**config.mk**
```make
export PLATFORM = sky130hd
export DESIGN_NAME = dsp_config_loader
export DESIGN_NICKNAME = d
export VERILOG_FILES = /design/src/rtl/dsp_cfg_pkg.sv /design/src/rtl/dsp_cfg_serializer.sv /design/src/rtl/dsp_config_loader.sv
export SDC_FILE = /design/constraint.sdc
export NUM_CORES = 1
export LEC_CHECK = 0
export CAP_MARGIN = 0
export CORE_ASPECT_RATIO = 1.1
export CORE_MARGIN = 2
export CORE_UTILIZATION = 50
export CTS_CLUSTER_SIZE = 24
export DETAILED_ROUTE_END_ITERATION = 6
export DONT_BUFFER_PORTS = 1
export SYNTH_ARGS = -nofsm -noshare
export SYNTH_HDL_FRONTEND = slang
export SYNTH_SLANG_ARGS = --single-unit
```
**constraint.sdc**
```tcl
create_clock -name clk -period 3.5 [get_ports clk]
set_clock_uncertainty 0.1 [all_clocks]
set_input_delay 0.875 -clock clk [delete_from_list [all_inputs] [get_ports clk]]
set_output_delay 0.875 -clock clk [all_outputs]
set_load 0.005 [all_outputs]
```
**src/rtl/dsp_cfg_pkg.sv**
```systemverilog
// Shared types and CRC helpers for the DSP configuration-chain loader.
// The CRC constants are only used when DSP_CFG_CRC_EN is defined.
package dsp_cfg_pkg;

  typedef enum logic [1:0] {
    IDLE = 2'd0,
    LOAD = 2'd1,
    DONE = 2'd2
  } state_t;

  localparam logic [15:0] CRC_POLY = 16'h1021;
  localparam logic [15:0] CRC_INIT = 16'hFFFF;

  // One serial step of CRC-16-CCITT, MSB-first register, one data bit in.
  function automatic logic [15:0] crc16_bit(input logic [15:0] crc, input logic b);
    logic fb;
    fb = crc[15] ^ b;
    return {crc[14:0], 1'b0} ^ (fb ? CRC_POLY : 16'h0000);
  endfunction

endpackage

```
**src/rtl/dsp_cfg_serializer.sv**
```systemverilog
// Word-to-bit serializer: holds one word, shifts it LSB first and drives
// the registered serial pins of the configuration chain.
module dsp_cfg_serializer #(
  parameter int WORD_W = 32
) (
  input  logic              clk,
  input  logic              rstn,
  input  logic              clr,
  input  logic              active,
  input  logic              last_bit,
  input  logic [WORD_W-1:0] data,
  input  logic              valid,
  output logic              ready,
  output logic              shifting,
  output logic              ser_out,
  output logic              ser_en
);

  localparam int WREM_W = $clog2(WORD_W + 1);

  logic [WORD_W-1:0] sh_reg;
  logic [WREM_W-1:0] wrem;
  logic              xfer;

  assign shifting = active && (wrem != '0);
  // Take the next word while the last bit of the current one shifts out,
  // unless that bit also completes the chain.
  assign ready    = active && ((wrem == '0) || ((wrem == WREM_W'(1)) && !last_bit));
  assign xfer     = valid && ready;

  always_ff @(posedge clk or negedge rstn) begin
    if (!rstn) begin
      sh_reg  <= '0;
      wrem    <= '0;
      ser_out <= 1'b0;
      ser_en  <= 1'b0;
    end else if (clr) begin
      wrem   <= '0;
      ser_en <= 1'b0;
    end else begin
      ser_en <= shifting;
      if (shifting) ser_out <= sh_reg[0];
      if (xfer) begin
        sh_reg <= data;
        wrem   <= WREM_W'(WORD_W);
      end else if (last_bit) begin
        wrem <= '0;
      end else if (shifting) begin
        sh_reg <= sh_reg >> 1;
        wrem   <= wrem - WREM_W'(1);
      end
    end
  end

endmodule

```
**src/rtl/dsp_config_loader.sv**
```systemverilog
// Serial configuration writer for the DSP daisy-chain: FSM, chain bit count
// and, when DSP_CFG_CRC_EN is defined, a trailing CRC-16 check word.
module dsp_config_loader
  import dsp_cfg_pkg::*;
#(
  parameter int CHAIN_LEN = 1024,
  parameter int WORD_W    = 32
) (
  input  logic              clk,
  input  logic              rstn,
  input  logic              start,
  input  logic              abort,
  input  logic [WORD_W-1:0] cfg_data,
  input  logic              cfg_valid,
  output logic              cfg_ready,
  output logic              configuration_input,
  output logic              configuration_enable,
  output logic              busy,
  output logic              done,
`ifdef DSP_CFG_CRC_EN
  output logic              crc_err,
`endif
  output state_t            dbg_state
);

  localparam int CNT_W = $clog2(CHAIN_LEN + 1);

  state_t           state;
  logic [CNT_W-1:0] bit_cnt;
  logic             chain_full;
  logic             ser_active;
  logic             shifting;
  logic             last_bit;
  logic             ser_ready;
  logic             clr;
  logic             load_end;

  assign chain_full = (bit_cnt == CNT_W'(CHAIN_LEN));
  assign ser_active = (state == LOAD) && !chain_full;
  assign last_bit   = shifting && (bit_cnt == CNT_W'(CHAIN_LEN - 1));
  assign clr        = abort || ((state == IDLE) && start);
  assign dbg_state  = state;

  // Handshake: a word moves when cfg_valid && cfg_ready at a rising edge;
  // the source holds cfg_data stable while cfg_valid is high and unaccepted.
  dsp_cfg_serializer #(.WORD_W(WORD_W)) u_ser (
    .clk      (clk),
    .rstn     (rstn),
    .clr      (clr),
    .active   (ser_active),
    .last_bit (last_bit),
    .data     (cfg_data),
    .valid    (cfg_valid),
    .ready    (ser_ready),
    .shifting (shifting),
    .ser_out  (configuration_input),
    .ser_en   (configuration_enable)
  );

`ifdef DSP_CFG_CRC_EN
  logic [15:0] crc;
  logic [15:0] crc_final;
  logic        crc_ready;
  logic        crc_xfer;

  // The last chain bit may still be on the pins when the CRC word arrives.
  assign crc_final = configuration_enable ? crc16_bit(crc, configuration_input) : crc;
  assign crc_ready = (state == LOAD) && chain_full;
  assign crc_xfer  = cfg_valid && crc_ready;
  assign cfg_ready = ser_ready || crc_ready;
  assign load_end  = crc_xfer;

  always_ff @(posedge clk or negedge rstn) begin
    if (!rstn) begin
      crc     <= CRC_INIT;
      crc_err <= 1'b0;
    end else if (!abort) begin
      if ((state == IDLE) && start) begin
        crc     <= CRC_INIT;
        crc_err <= 1'b0;
      end else if (configuration_enable) begin
        crc <= crc16_bit(crc, configuration_input);
      end
      if (crc_xfer) crc_err <= (cfg_data[15:0] != crc_final);
    end
  end
`else
  assign cfg_ready = ser_ready;
  assign load_end  = chain_full;
`endif

  always_ff @(posedge clk or negedge rstn) begin
    if (!rstn) begin
      state   <= IDLE;
      bit_cnt <= '0;
      busy    <= 1'b0;
      done    <= 1'b0;
    end else begin
      done <= 1'b0;
      if (abort) begin
        state   <= IDLE;
        bit_cnt <= '0;
        busy    <= 1'b0;
      end else begin
        case (state)
          IDLE: if (start) begin
            state   <= LOAD;
            bit_cnt <= '0;
            busy    <= 1'b1;
          end
          LOAD: begin
            if (shifting) bit_cnt <= bit_cnt + CNT_W'(1);
            if (load_end) begin
              state <= DONE;
              busy  <= 1'b0;
              done  <= 1'b1;
            end
          end
          DONE:    state <= IDLE;
          default: state <= IDLE;
        endcase
      end
    end
  end

endmodule

```
==> metrics.md, run 1 <==
| Metric | Value |
|---|---|
| Vias in the first global route | `about 2500` |
| Seq/Total Area, Yosys | `0.471` |
| Resized cells post-CTS | `0` |
| Share of flip-flops with an asynchronous set or reset | `1.00` |
| DR WL/cell | `approximately 17 um` |
| Vias | `2512` |
| Synth cell types | `40` |
| First-pass GRT wire length | `12000 um` |
| Die area | `between 6000 and 7000 um^2` |
| Worst skew pair latency | `320 ps` |
| Arrival time at the worst endpoint | `about 2300 ps` |
| Sw Pwr | `around 570 uW` |
| Slew headroom | `0.712` |
| Post-Route WL | `between 6000 and 7000 um` |
| DIE WIDTH | `between 70 and 80 um` |
| All-Layer GR Usage | `0.229` |
| Cell count after synthesis | `about 330` |
| Mapped cell area | `roughly 2900 um^2` |
| Residual DRC | `0` |
| Worst Slack Setup Final | `between 200 and 300 ps` |
| Clock root buffer | `clkbuf_8` |
| CP max-delay cell | `dfrtp_1` |
| Post-synth EDFFs | `0` |
| Max Root-Sink Buffers | `2` |
| Max-cap violations | `0` |
| Fin. max-slew vios | `0` |
| Cell type with the largest total area after synthesis | `dfrtp_1` |
| DP Wirelength | `approximately 4300 um` |
| Crit-path cells | `inv_1, ha_1, or3b_4, o31ai_4, nor2_1, nor4_1` |
| Synth Flop Type | `dfrtp_1` |
| Number of clock buffers inserted by TritonCTS | `5` |
| Crit start category | `flop` |
| CP Capture Type | `primary output` |
| Worst path top cell family by delay | `simple AND/OR/NAND/NOR gates` |
| Worst reg2reg startpoint | `u_ser.wrem[0]` |
| Count of input and output buffers | `0` |
| FF+latch count, synth | `55` |
| Clock-pin slew on the worst setup and hold paths | `~100 ps` |
| Synth area leaders | `dfrtp_1 47%, a21oi_1 7.5%, o21ai_0 7.2%, a31oi_1 6.6%, nand3_1 6.2%` |
| Max incr delay on CP | `between 400 and 500 ps` |
| Setup violations, final | `0` |
| Internal | `around 1.2 mW` |
| Total negative setup slack | `0 ps` |
| H-tree Lvls | `2` |
| Post-CTS Setup Bufs | `0` |
| Lkg Pwr | `1.12 nW` |
| Layout Nets | `around 360` |
| Fin crit period | `between 3000 and 4000 ps` |
| Hold Buf Count CTS | `0` |
| R2R depth | `9` |
| Gr ovfl total | `0` |
| Seq pwr share | `0.529` |
| Power share of the clock group | `0.224` |
| # diodes | `0` |
| Initial antenna violation count | `0` |
| Metal3 WL | `~300 um` |
| Row cnt | `29` |
| Most numerous cell in the Yosys netlist | `dfrtp_1` |
| CP Depth | `6` |
| Max IR drop VDD | `0.304 mV` |
| PD cells | `~600 nW/um^2` |
| Crit path buffers/inverters | `1` |
| Synth warnings | `0` |
| Least-Margin Pin Slew | `roughly 430 ps` |
| Sw Ratio | `0.322` |
| Wire length on met1 | `3260 um` |
| CTS tree | `done` |
| Share of the synthesized area in the top cell type | `0.471` |
| Fmax | `309 MHz` |
| Placement-stage worst setup slack | `between 500 and 600 ps` |
| Syn Area/Cell | `8.90 um^2` |
| Die Y | `approximately 84 um` |
| Initial DRC Count | `230` |
| IO Pins | `44` |
| Initial Util | `0.513` |
| Area Overhead vs Synth | `4.41%` |
| Routed Antenna Nets | `0` |
| Largest net degree at the start of global routing | `56` |
| Top sig layer | `met4` |
| RSZ-0062 raised after global routing | `false` |
| CTS Sinks | `between 50 and 60` |
| Crit path max fanout | `6` |
| Syn Nets | `approximately 370` |
| DR pass1 iterations | `4` |
| Core Footprint | `about 5700 um^2` |
| Status | `finished clean` |
| Vias per inst | `between 6 and 7` |
| Max reg flops | `32` |
| CP Launch Point | `u_ser.wrem[0]` |
| Crit path kind | `flop to primary output` |
| Period utilization | `0.924` |
| Logic gate share of total power | `0.247` |
| Synth top cells by count | `55 x dfrtp_1, 44 x a21oi_1, 42 x o21ai_0` |
| Share of cells above drive strength 1 | `0.0723` |
| Hold Fails Final Rpt | `0` |
| DR WL met2 | `roughly 3200 um` |
| Gp weighted congestion | `~0.84` |
| CP Data Required Time | `about 2500 ps` |
| HP Class | `input port to asynchronous set/reset pin` |
-- path summary, 6_finish.rpt --
| check | end | slack (ps) |
|---|---|---|
| max | cfg_ready | 270 |
| min | bit_cnt[8] | 140 |
| max reg2reg | u_ser.sh_reg[12] | 910 |
| min reg2reg | u_ser.ser_out | 420 |
| max in group asynchronous | u_ser.wrem[3] | 3050 |
| min in group clk | u_ser.ser_out | 420 |
-- layout make-up --
cell class / count / area (um^2)
inverter: 7 / 26.3
multi-input combinational: 240 / 1390
fill: 570 / 2650
clock inverter: 1 / 7.51
timing repair buffer: 8 / 60.1
tap: 77 / 96.3
clock buffer: 7 / 96.3
sequential: 55 / 1380
-- stage by stage --
stage          area [um^2]  utilization  std cells  hold slack [ps]  total power [mW]
2_1_floorplan         2920            -        328              380              1.29
6_report              3050        0.535        395              136              1.78
5_1_grt               3050        0.535        395              111              1.90
4_1_cts               3050        0.535        395              126              1.79
3_3_place_gp          2950        0.517        387              408              1.37
3_5_place_dp          2950        0.517        387              402              1.39
-- power groups by stage --
| stage | clock network [mW] | logic (mW) | registers [mW] |
|---|---|---|---|
| detailed placement | 0 | 0.442 | 0.949 |
| floorplan | 0 | 0.371 | 0.919 |
| CTS | 0.411 | 0.443 | 0.938 |
| finish | 0.399 | 0.439 | 0.939 |
| global route | 0.435 | 0.501 | 0.963 |
| global placement | 0 | 0.430 | 0.943 |
-- worst register-to-register path: stages (launching register included) --
cell     delay [ps]
dfrtp_1         430
inv_1            90
ha_1            210
or3b_4          430
o31ai_4         310
a21oi_2          80
buf_4           240
and2_1          180
buf_4           230
a31oi_1         210
-- cells in the final DEF (no fill, tap or decap), types with 3 or more instances in the layout --
cell / Yosys / layout
dfrtp_1: 55 / 55
a21oi_1: 44 / 44
o21ai_0: 42 / 42
nand3_1: 36 / 36
a31oi_1: 31 / 31
nor2_1: 16 / 15
nand2_1: 11 / 11
buf_4: 1 / 8
inv_1: 7 / 7
clkbuf_8: 0 / 7
or3_1: 6 / 6
nand2b_1: 5 / 5
nand4_1: 5 / 5
nor3_1: 4 / 4
ha_1: 4 / 4
and4_1: 3 / 3
nor4_1: 3 / 3
xnor2_1: 3 / 3
-- metal layers --
metal / up-vias / GRT usage
met1: 1245 / 0.319
li1: 1199 / -
met3: 9 / 0.0548
met5: - / 0
met4: 0 / 0.0727
met2: 59 / 0.354
-- cell families (layout without fill, tap and decap cells) --
kind of cell    count (synthesis)  count (layout)  share of synthesized area
compound gates                130             130                      0.256
simple gates                  101             101                      0.185
flops                          55              55                      0.471
buf+inv                        33              23                     0.0548
fa+ha+maj                       4               4                     0.0171
xor+xnor                        4               4                     0.0120
mux                             1               1                    0.00386
Note: power is estimated with default switching activity, not from simulation.
==> run 2: changes to the inputs <==
--- a/config.mk
+++ b/config.mk
@@ -9,7 +9,6 @@
 export CORE_ASPECT_RATIO = 1.1
 export CORE_MARGIN = 2
 export CORE_UTILIZATION = 50
-export CTS_CLUSTER_SIZE = 24
 export DETAILED_ROUTE_END_ITERATION = 6
 export DONT_BUFFER_PORTS = 1
 export SYNTH_ARGS = -nofsm -noshare
==> results of run 2 <==
The final DEF is identical to that of run 1; final timing and power are the same.
==> run 3: changes to the inputs <==
--- a/config.mk
+++ b/config.mk
@@ -11,6 +11,7 @@
 export CORE_UTILIZATION = 50
 export DETAILED_ROUTE_END_ITERATION = 6
 export DONT_BUFFER_PORTS = 1
+export SLEW_MARGIN = 20
 export SYNTH_ARGS = -nofsm -noshare
 export SYNTH_HDL_FRONTEND = slang
 export SYNTH_SLANG_ARGS = --single-unit
==> results of run 3 <==
The final DEF is identical to that of run 1; final timing and power are the same.
